<file path="src/rtl/reg_file_mp_if.sv">
// Command, output-channel and ALU read-port bundle between the decoder side
// (master) and the register file (slave).
interface reg_file_mp_if #(
   parameter int WIDTH = 8,
   parameter int DEPTH = 4
);
   localparam int AW = (DEPTH > 1) ? $clog2(DEPTH) : 1;

   logic             ena;
   logic             op_valid;
   logic             op_ready;
   logic [2:0]       opcode;
   logic [AW-1:0]    rd;
   logic [AW-1:0]    rs;
   logic [WIDTH-1:0] data_in;
   logic [WIDTH-1:0] out_data;
   logic             out_valid;
   logic             out_ready;
   logic [AW-1:0]    rpa_addr;
   logic [WIDTH-1:0] rpa_data;
   logic [AW-1:0]    rpb_addr;
   logic [WIDTH-1:0] rpb_data;

   modport master (
      output ena, op_valid, opcode, rd, rs, data_in, out_ready, rpa_addr, rpb_addr,
      input  op_ready, out_data, out_valid, rpa_data, rpb_data
   );

   modport slave (
      input  ena, op_valid, opcode, rd, rs, data_in, out_ready, rpa_addr, rpb_addr,
      output op_ready, out_data, out_valid, rpa_data, rpb_data
   );
endinterface

</file>
<file path="src/rtl/reg_file_mp.sv">
// Parametrised register file executing one register-transfer op per accepted
// command, with two combinational read ports and a back-pressured output channel.
module reg_file_mp #(
   parameter int               WIDTH     = 8,
   parameter int               DEPTH     = 4,
   parameter logic [WIDTH-1:0] RESET_VAL = '0
) (
   input logic           clock,
   input logic           reset,
   reg_file_mp_if.slave  bus
);
   localparam int AW = (DEPTH > 1) ? $clog2(DEPTH) : 1;

   typedef enum logic [2:0] {
      OP_LOAD   = 3'b000,
      OP_MOV    = 3'b001,
      OP_SWAP   = 3'b010,
      OP_OUT    = 3'b011,
      OP_CLR    = 3'b100,
      OP_INC    = 3'b101,
      OP_CLRALL = 3'b110,
      OP_NOP    = 3'b111
   } opcode_e;

   logic [WIDTH-1:0] regs_q [DEPTH];
   logic [WIDTH-1:0] regs_d [DEPTH];
   logic [WIDTH-1:0] outData_q, outData_d;
   logic             outValid_q, outValid_d;
   logic             accept;
   logic             wrEn, swapEn, clrAll;
   logic [WIDTH-1:0] wrVal;

   // Index decode by matching against every slot, so indices >= DEPTH read 0.
   function automatic logic [WIDTH-1:0] readReg(input logic [AW-1:0] addr);
      readReg = '0;
      for (int i = 0; i < DEPTH; i++) begin
         if (AW'(i) == addr) readReg = regs_q[i];
      end
   endfunction

   function automatic logic inRange(input logic [AW-1:0] addr);
      inRange = 1'b0;
      for (int i = 0; i < DEPTH; i++) begin
         if (AW'(i) == addr) inRange = 1'b1;
      end
   endfunction

   assign bus.op_ready  = reset & bus.ena & (~outValid_q | bus.out_ready);
   assign accept        = bus.op_valid & bus.op_ready;
   assign bus.out_data  = outData_q;
   assign bus.out_valid = outValid_q;
   assign bus.rpa_data  = readReg(bus.rpa_addr);
   assign bus.rpb_data  = readReg(bus.rpb_addr);

   always_comb begin
      regs_d     = regs_q;
      outData_d  = outData_q;
      outValid_d = outValid_q;
      wrEn       = 1'b0;
      wrVal      = '0;
      swapEn     = 1'b0;
      clrAll     = 1'b0;

      if (outValid_q && bus.out_ready) outValid_d = 1'b0;

      if (accept) begin
         case (opcode_e'(bus.opcode))
            OP_LOAD: begin
               wrEn  = 1'b1;
               wrVal = bus.data_in;
            end
            OP_MOV: begin
               wrEn  = 1'b1;
               wrVal = readReg(bus.rs);
            end
            OP_SWAP:   swapEn = inRange(bus.rd) & inRange(bus.rs);
            OP_OUT: begin
               outData_d  = readReg(bus.rs);
               outValid_d = 1'b1;
            end
            OP_CLR: begin
               wrEn  = 1'b1;
               wrVal = '0;
            end
            OP_INC: begin
               wrEn  = 1'b1;
               wrVal = readReg(bus.rd) + WIDTH'(1);
            end
            OP_CLRALL: clrAll = 1'b1;
            default:   ;
         endcase
      end

      // Writes only land on in-range slots; an out-of-range rd matches nothing.
      for (int i = 0; i < DEPTH; i++) begin
         if (clrAll) begin
            regs_d[i] = '0;
         end else if (swapEn) begin
            if (AW'(i) == bus.rd)      regs_d[i] = readReg(bus.rs);
            else if (AW'(i) == bus.rs) regs_d[i] = readReg(bus.rd);
         end else if (wrEn && (AW'(i) == bus.rd)) begin
            regs_d[i] = wrVal;
         end
      end
   end

   always_ff @(posedge clock or negedge reset) begin
      if (!reset) begin
         for (int i = 0; i < DEPTH; i++) regs_q[i] <= RESET_VAL;
         outData_q  <= '0;
         outValid_q <= 1'b0;
      end else begin
         regs_q     <= regs_d;
         outData_q  <= outData_d;
         outValid_q <= outValid_d;
      end
   end
endmodule

</file>
<file path="src/flat_wrapper.sv">
// flat-port wrapper written by rule: the top's interface ports become plain ports
module reg_file_mp_flat 
#(
   parameter int               WIDTH     = 8,
   parameter int               DEPTH     = 4,
   parameter logic [WIDTH-1:0] RESET_VAL = '0
)
  (clock, reset, bus_ena, bus_op_valid, bus_opcode, bus_rd, bus_rs, bus_data_in, bus_out_ready, bus_rpa_addr, bus_rpb_addr, bus_op_ready, bus_out_data, bus_out_valid, bus_rpa_data, bus_rpb_data);
  reg_file_mp_if #(.WIDTH(WIDTH), .DEPTH(DEPTH)) bus_i ();
  input logic clock;
  input logic reset;
  input wire logic [$bits(bus_i.ena)-1:0] bus_ena;
  input wire logic [$bits(bus_i.op_valid)-1:0] bus_op_valid;
  input wire logic [$bits(bus_i.opcode)-1:0] bus_opcode;
  input wire logic [$bits(bus_i.rd)-1:0] bus_rd;
  input wire logic [$bits(bus_i.rs)-1:0] bus_rs;
  input wire logic [$bits(bus_i.data_in)-1:0] bus_data_in;
  input wire logic [$bits(bus_i.out_ready)-1:0] bus_out_ready;
  input wire logic [$bits(bus_i.rpa_addr)-1:0] bus_rpa_addr;
  input wire logic [$bits(bus_i.rpb_addr)-1:0] bus_rpb_addr;
  output wire logic [$bits(bus_i.op_ready)-1:0] bus_op_ready;
  output wire logic [$bits(bus_i.out_data)-1:0] bus_out_data;
  output wire logic [$bits(bus_i.out_valid)-1:0] bus_out_valid;
  output wire logic [$bits(bus_i.rpa_data)-1:0] bus_rpa_data;
  output wire logic [$bits(bus_i.rpb_data)-1:0] bus_rpb_data;
  assign bus_i.ena = bus_ena;
  assign bus_i.op_valid = bus_op_valid;
  assign bus_i.opcode = bus_opcode;
  assign bus_i.rd = bus_rd;
  assign bus_i.rs = bus_rs;
  assign bus_i.data_in = bus_data_in;
  assign bus_i.out_ready = bus_out_ready;
  assign bus_i.rpa_addr = bus_rpa_addr;
  assign bus_i.rpb_addr = bus_rpb_addr;
  assign bus_op_ready = bus_i.op_ready;
  assign bus_out_data = bus_i.out_data;
  assign bus_out_valid = bus_i.out_valid;
  assign bus_rpa_data = bus_i.rpa_data;
  assign bus_rpb_data = bus_i.rpb_data;
  reg_file_mp #(.WIDTH(WIDTH), .DEPTH(DEPTH), .RESET_VAL(RESET_VAL)) u_core (.clock(clock), .reset(reset), .bus(bus_i));
endmodule
</file>
<file path="config.mk">
export PLATFORM = sky130hd
export DESIGN_NAME = reg_file_mp_flat
export DESIGN_NICKNAME = d
export VERILOG_FILES = /design/src/rtl/reg_file_mp_if.sv /design/src/rtl/reg_file_mp.sv /design/src/flat_wrapper.sv
export SDC_FILE = /design/constraint.sdc
export NUM_CORES = 1
export LEC_CHECK = 0
export ABC_CLOCK_PERIOD_IN_PS = 2500
export CAP_MARGIN = 20
export CORE_UTILIZATION = 40
export CTS_CLUSTER_DIAMETER = 150
export DETAILED_ROUTE_END_ITERATION = 8
export PLACE_DENSITY = 0.62
export SLEW_MARGIN = 15
export SYNTH_ARGS = -nofsm -noshare
export SYNTH_HDL_FRONTEND = slang
export SYNTH_SLANG_ARGS = --single-unit
</file>
<file path="constraint.sdc">
create_clock -name clock -period 2.5 [get_ports clock]
set_input_delay 0.5 -clock clock [delete_from_list [all_inputs] [get_ports clock]]
set_output_delay 0.5 -clock clock [all_outputs]
set_load 0.005 [all_outputs]
</file>
# Word level (Yosys, flattened, before mapping)
# Index checks and enable logic that the tools add are counted.
[op_classes]
addsub = 1
n_eq_ne = 22
n_mux = 67
bitwise = 6
reduce_logical = 20
[ops]
columns = ["operator", "n"]
rows = [
  ["$mux 8", 45],
  ["$pmux 8 s3", 1],
  ["$mux 1", 21],
  ["$eq 2x2->1 const A", 8],
  ["$ne 4x4->1 const B", 4],
  ["$reduce_bool 3->1", 4],
  ["$reduce_and 2->1", 5],
  ["$eq 3x3->1 const B", 3],
  ["$add 8x1->8 const B", 1],
  ["$eq 1x2->1 const A", 4],
  ["$logic_not 2->1", 4],
  ["$eq 3x2->1 const B", 2],
  ["$logic_and 1x1->1", 5],
  ["$and 1x1->1", 4],
  ["$reduce_or 4->1", 1],
  ["$eq 3x1->1 const B", 1],
  ["$logic_not 3->1", 1],
  ["$not 1->1", 1],
  ["$or 1x1->1", 1],
]
[word_totals]
reg_bits = 41
inputBits = 24
output_inout_bits = 26
word_cells = 122

# Longest topological paths before layout
[logic_depth]
ltp_word = 13
depth_mapped = 10
ltp_nobuf = 8

# Worst setup path after synthesis
# No wires, ideal clock.
[synth_timing]
kind = "input to register"
from = "input port bus_rd[0]"
to = "register u_core.regs_q[10] (netlist name)"
arrival_time_ns = 2.001
required_time_ns = 2.405
path_slack_ns = 0.404
cell_stages = 9
cell_sequence = "buf_6 mux4_2 ha_1 inv_1 xnor2_1 nand3_1 o21ai_2 nand2_2 o31ai_1"
[synth_between]
elab_chain_len = 13
elab_cells_between_ends = 32
[synth_lines]
columns = ["item", "line", "source"]
rows = [
  ["from (decl)", "flat_wrapper.sv:15", "input wire logic [$bits(bus_i.rd)-1:0] bus_rd;"],
  ["$logic_not 2->1", "reg_file_mp.sv:37, reg_file_mp.sv:44", ""],
  ["$mux 8 (2 in series)", "reg_file_mp.sv:37", "if (AW'(i) == addr) readReg = regs_q[i];"],
  ["$mux 8", "--", ""],
  ["$mux 8", "reg_file_mp.sv:37", ""],
  ["$mux 8", "reg_file_mp.sv:67", "case (opcode_e'(bus.opcode))"],
  ["$mux 8", "reg_file_mp.sv:66", "if (accept) begin"],
  ["$add 8x1->8", "reg_file_mp.sv:87", "wrVal = readReg(bus.rd) + WIDTH'(1);"],
  ["$pmux 8 s3", "reg_file_mp.sv:67", ""],
  ["$mux 8", "reg_file_mp.sv:66", ""],
  ["$mux 8", "reg_file_mp.sv:101", "end else if (wrEn && (AW'(i) == bus.rd)) begin"],
  ["$mux 8", "reg_file_mp.sv:98", "end else if (swapEn) begin"],
  ["$mux 8", "reg_file_mp.sv:96", "if (clrAll) begin"],
  ["to (signal assigned)", "reg_file_mp.sv:113", "regs_q <= regs_d;"],
  ["to (decl)", "reg_file_mp.sv:25", "logic [WIDTH-1:0] regs_q [DEPTH];"],
]
# Several ways; a longest one is shown, not always the timed one. The select of a mux whose other input is x is not followed.
# A chain may end at the register's enable or synchronous reset.

# Worst setup path in the final report
[layout_timing]
from = "input port bus_rpb_addr[1]"
to = "output port bus_rpb_data[5]"
[layout_between]
elab_chain_len = 5
elab_cells_between_ends = 8
[layout_lines]
columns = ["item", "line", "source"]
rows = [
  ["from (decl)", "flat_wrapper.sv:20", "input wire logic [$bits(bus_i.rpb_addr)-1:0] bus_rpb_addr;"],
  ["$logic_not 2->1", "reg_file_mp.sv:37", ""],
  ["$mux 8 (3 in series)", "reg_file_mp.sv:37", ""],
  ["$mux 8 *", "reg_file_mp.sv:37", ""],
  ["to (decl)", "flat_wrapper.sv:25", "output wire logic [$bits(bus_i.rpb_data)-1:0] bus_rpb_data;"],
]
# Mark *: on every way between the ends. The rest lies on a longest branch, timed or not.

==> impl_metrics.env <==
export IMPL_cts_root_buf="clkbuf_8"
export IMPL_yosys_top_cells_area="dfrtp_1 28%, mux4_2 19%, nand2_1 10%"
export IMPL_clk_transition_reported_paths_ns=0.08
export IMPL_synth_cell_types=49
export IMPL_worstMarginPinSlew_ns=0.5601
export IMPL_synth_seq_area_share=0.2838
export IMPL_synth_fp_nets=441
export IMPL_grt_max_degree=42
export IMPL_synth_area_mm2=0.003615
export IMPL_synth_largest_area_cell="dfrtp_1"
export IMPL_hold_viol=0
export IMPL_synthCells=416
export IMPL_cts_htree_levels=2
export IMPL_cp_end_kind="output pin"
export IMPL_crit_type="input pin to output pin"
export IMPL_clock_fmax_ghz=0.4113
export IMPL_required_ns=2.00
export IMPL_ctsHoldBuffers=0
export IMPL_rsz0062_at_grt="no"
export IMPL_maxSlewViolCount=0
export IMPL_synthFlopType="dfrtp_1"
export IMPL_dpl_instance_area_mm2=0.004444
export IMPL_drv_cap=0
export IMPL_dieWidth_um=97.06
export IMPL_port_buffers=49
export IMPL_setup_ws_ns=0.06865
export IMPL_track_usage=0.2468
export IMPL_routedWlPerCell_um=18.88
export IMPL_drc=0
export IMPL_powerDensity_mw_per_mm2=414.7
export IMPL_grt_pass1_vias=3451
export IMPL_num_vias=3537
export IMPL_synth_top_cell_area_share=0.2838
export IMPL_ant_nets=0
export IMPL_n_fill_cell=831
export IMPL_clk_latency_ns=0.30
export IMPL_ys_seq_elements=41
export IMPL_n_antenna_cell=0
export IMPL_finalSetupViolCount=0
export IMPL_drt_initial_drc_count=248
export IMPL_gp_congestion=0.8658
export IMPL_hp_class="input pin to async pin"
export IMPL_ff2ff_path_depth=8
export IMPL_finalCriticalPeriod_ns=2.431
export IMPL_coreArea_mm2=0.008721
export IMPL_post_route_period_util=0.9725
export IMPL_drt_first_pass_iters=6
export IMPL_fin_area_mm2=0.004579
export IMPL_antenna_found_initial=0
export IMPL_ys_warn_count=0
export IMPL_cts_path_max_buffers=2
export IMPL_outcome="finished clean"
export IMPL_slew_headroom=0.6266
export IMPL_die_height_um=97.06
export IMPL_final_nets=505
export IMPL_area_delta_synth_final_pct=26.69
export IMPL_drive_gt1_frac=0.2183
export IMPL_arrival_ns=1.93
export IMPL_cts_tree="yes"
export IMPL_ir_worst_vdd_mv=0.2458
export IMPL_initial_core_util=0.4145
export IMPL_cts_sinks=41
export IMPL_top_level_ports=50
export IMPL_start_kind="input pin"
export IMPL_rows=34
export IMPL_routed_wl_mm=11.12
export IMPL_syn_avg_cell_area_um2=8.689
export IMPL_p_leak_nw=1.825
export IMPL_die_area_mm2=0.009421
export IMPL_viasPerCell=6.005
export IMPL_fin_skew_ns=0.005087
export IMPL_dp_hpwl_mm=8.030
export IMPL_post_place_ws_ns=-0.1644
export IMPL_grt_pass1_wl_mm=18.08
export IMPL_synth_edf_count=0
export IMPL_crit_fanout=8
export IMPL_async_reset_ff_frac=1.000
export IMPL_overflow=0
export IMPL_numCtsBuffers=5
==> worst paths after layout <==
path,start,to,slack (ns)
max,bus_rpb_addr[1],bus_rpb_data[5],0.07
min,reset,u_core.bus.out_data[0]$_DFFE_PN0P_,0.29
max reg2reg,u_core.regs_q[17]$_DFFE_PN0P_,u_core.regs_q[2]$_DFFE_PN0P_,0.45
min reg2reg,u_core.bus.out_data[3]$_DFFE_PN0P_,u_core.bus.out_data[3]$_DFFE_PN0P_,0.51
max in group asynchronous,reset,u_core.regs_q[28]$_DFFE_PN0P_,1.83
min in group clock,u_core.bus.out_data[3]$_DFFE_PN0P_,u_core.bus.out_data[3]$_DFFE_PN0P_,0.51
==> metrics by stage <==
stage / std cells / total power, mW / TNS, ns / hold slack, ns / utilization
finish: 589 / 1.899 / 0 / 0.2879 / 0.5251
global route: 589 / 2.004 / 0 / 0.3349 / 0.5251
CTS: 589 / 1.913 / 0 / 0.3058 / 0.5251
detailed placement: 578 / 1.339 / -2.248 / 0.4969 / 0.5096
global placement: 578 / 1.333 / -2.071 / 0.4901 / 0.5096
floorplan: 416 / 1.086 / 0 / 0.2044 / -
==> routing by layer <==
metal  GRT usage  vias up  wire length (um)  share of wire
li1            -     1646                 -              -
met1      0.3503     1705              4824           0.43
met2      0.3814      167              5019           0.45
met3     0.05180       19              1075          0.097
met4     0.07003        0               202          0.018
met5           0        -                 0              0
==> Yosys cell counts (2+ instances only) <==
master / number
nor2_1: 31
nand4_2: 2
inv_1: 3
nand3_1: 7
nand2_1: 100
a21oi_1: 27
dfrtp_1: 41
clkbuf_1: 15
a21oi_2: 4
mux2_2: 8
buf_1: 2
o31ai_1: 11
o21ai_1: 15
buf_2: 10
nor2b_1: 10
xor2_1: 3
o21ai_0: 10
a211oi_1: 16
buf_6: 2
o211ai_1: 12
xnor2_1: 3
a21boi_1: 6
o31ai_2: 2
mux2i_1: 3
and2_1: 3
inv_2: 2
nand2b_1: 11
a31oi_1: 3
nor3_1: 4
mux4_2: 31
==> flip-flops by register name, indices dropped and copies added (netlist names) <==
signal and cells:
u_core.regs_q 32, u_core.bus.out_valid 1, u_core.bus.out_data 8
==> what timing repair did <==
item                                    in CTS  in global routing
setup buffers                                3                  0
endpoints found under the setup margin      16                  0
resized for setup                            6                  0
==> power by group <==
| group | switching, mW | leakage [nW] | internal, mW | total (mW) |
|---|---|---|---|---|
| logic | 0.257 | 1.21 | 0.287 | 0.544 |
| registers | 0.0663 | 0.556 | 0.714 | 0.781 |
| clock network | 0.249 | 0.0574 | 0.325 | 0.574 |
==> cell type report <==
class / count / area (um^2) / area share
multi-input cells: 341 / 2434 / 0.5314
repair buffers: 86 / 845.8 / 0.1847
clock buffers: 6 / 82.58 / 0.01803
flip-flops and latches: 41 / 1026 / 0.2240
inverters: 5 / 18.77 / 0.004098
well taps: 108 / 135.1 / 0.02951
clock inverters: 2 / 37.54 / 0.008197
==> cell families after synthesis <==
kind of cell | count (synthesis) | share of synthesized area
buf+inv | 34 | 0.04292
xor+xnor | 6 | 0.01454
mux | 42 | 0.2264
compound gates | 114 | 0.2084
flops | 41 | 0.2838
fa+ha+maj | 1 | 0.003461
simple gates | 178 | 0.2205
==> cells in the final DEF, fill, tap and decap left out, types with 2 or more instances in the layout <==
cell type	instances
buf_12	8
nand4_2	2
o21ai_0	10
o31ai_2	2
mux2i_1	3
inv_2	2
mux4_2	31
buf_2	3
clkdlybuf4s50_1	40
a21boi_1	6
nor2b_1	10
nand2_1	100
nand2b_1	11
a21oi_2	4
a211oi_1	16
o211ai_1	12
dlygate4sd2_1	6
a21oi_1	27
mux2_2	8
o21ai_1	15
nor2_1	31
nor3_1	4
xnor2_1	3
xor2_1	3
buf_4	29
o31ai_1	11
clkbuf_8	6
dfrtp_1	41
a31oi_1	3
inv_1	3
nand3_1	7
and2_1	3
==> critical path: stages <==
cell             delay, ns
clkdlybuf4s50_1       0.51
buf_12                0.15
mux4_2                0.31
clkdlybuf4s50_1       0.46
(Power assumes the default switching activity.)
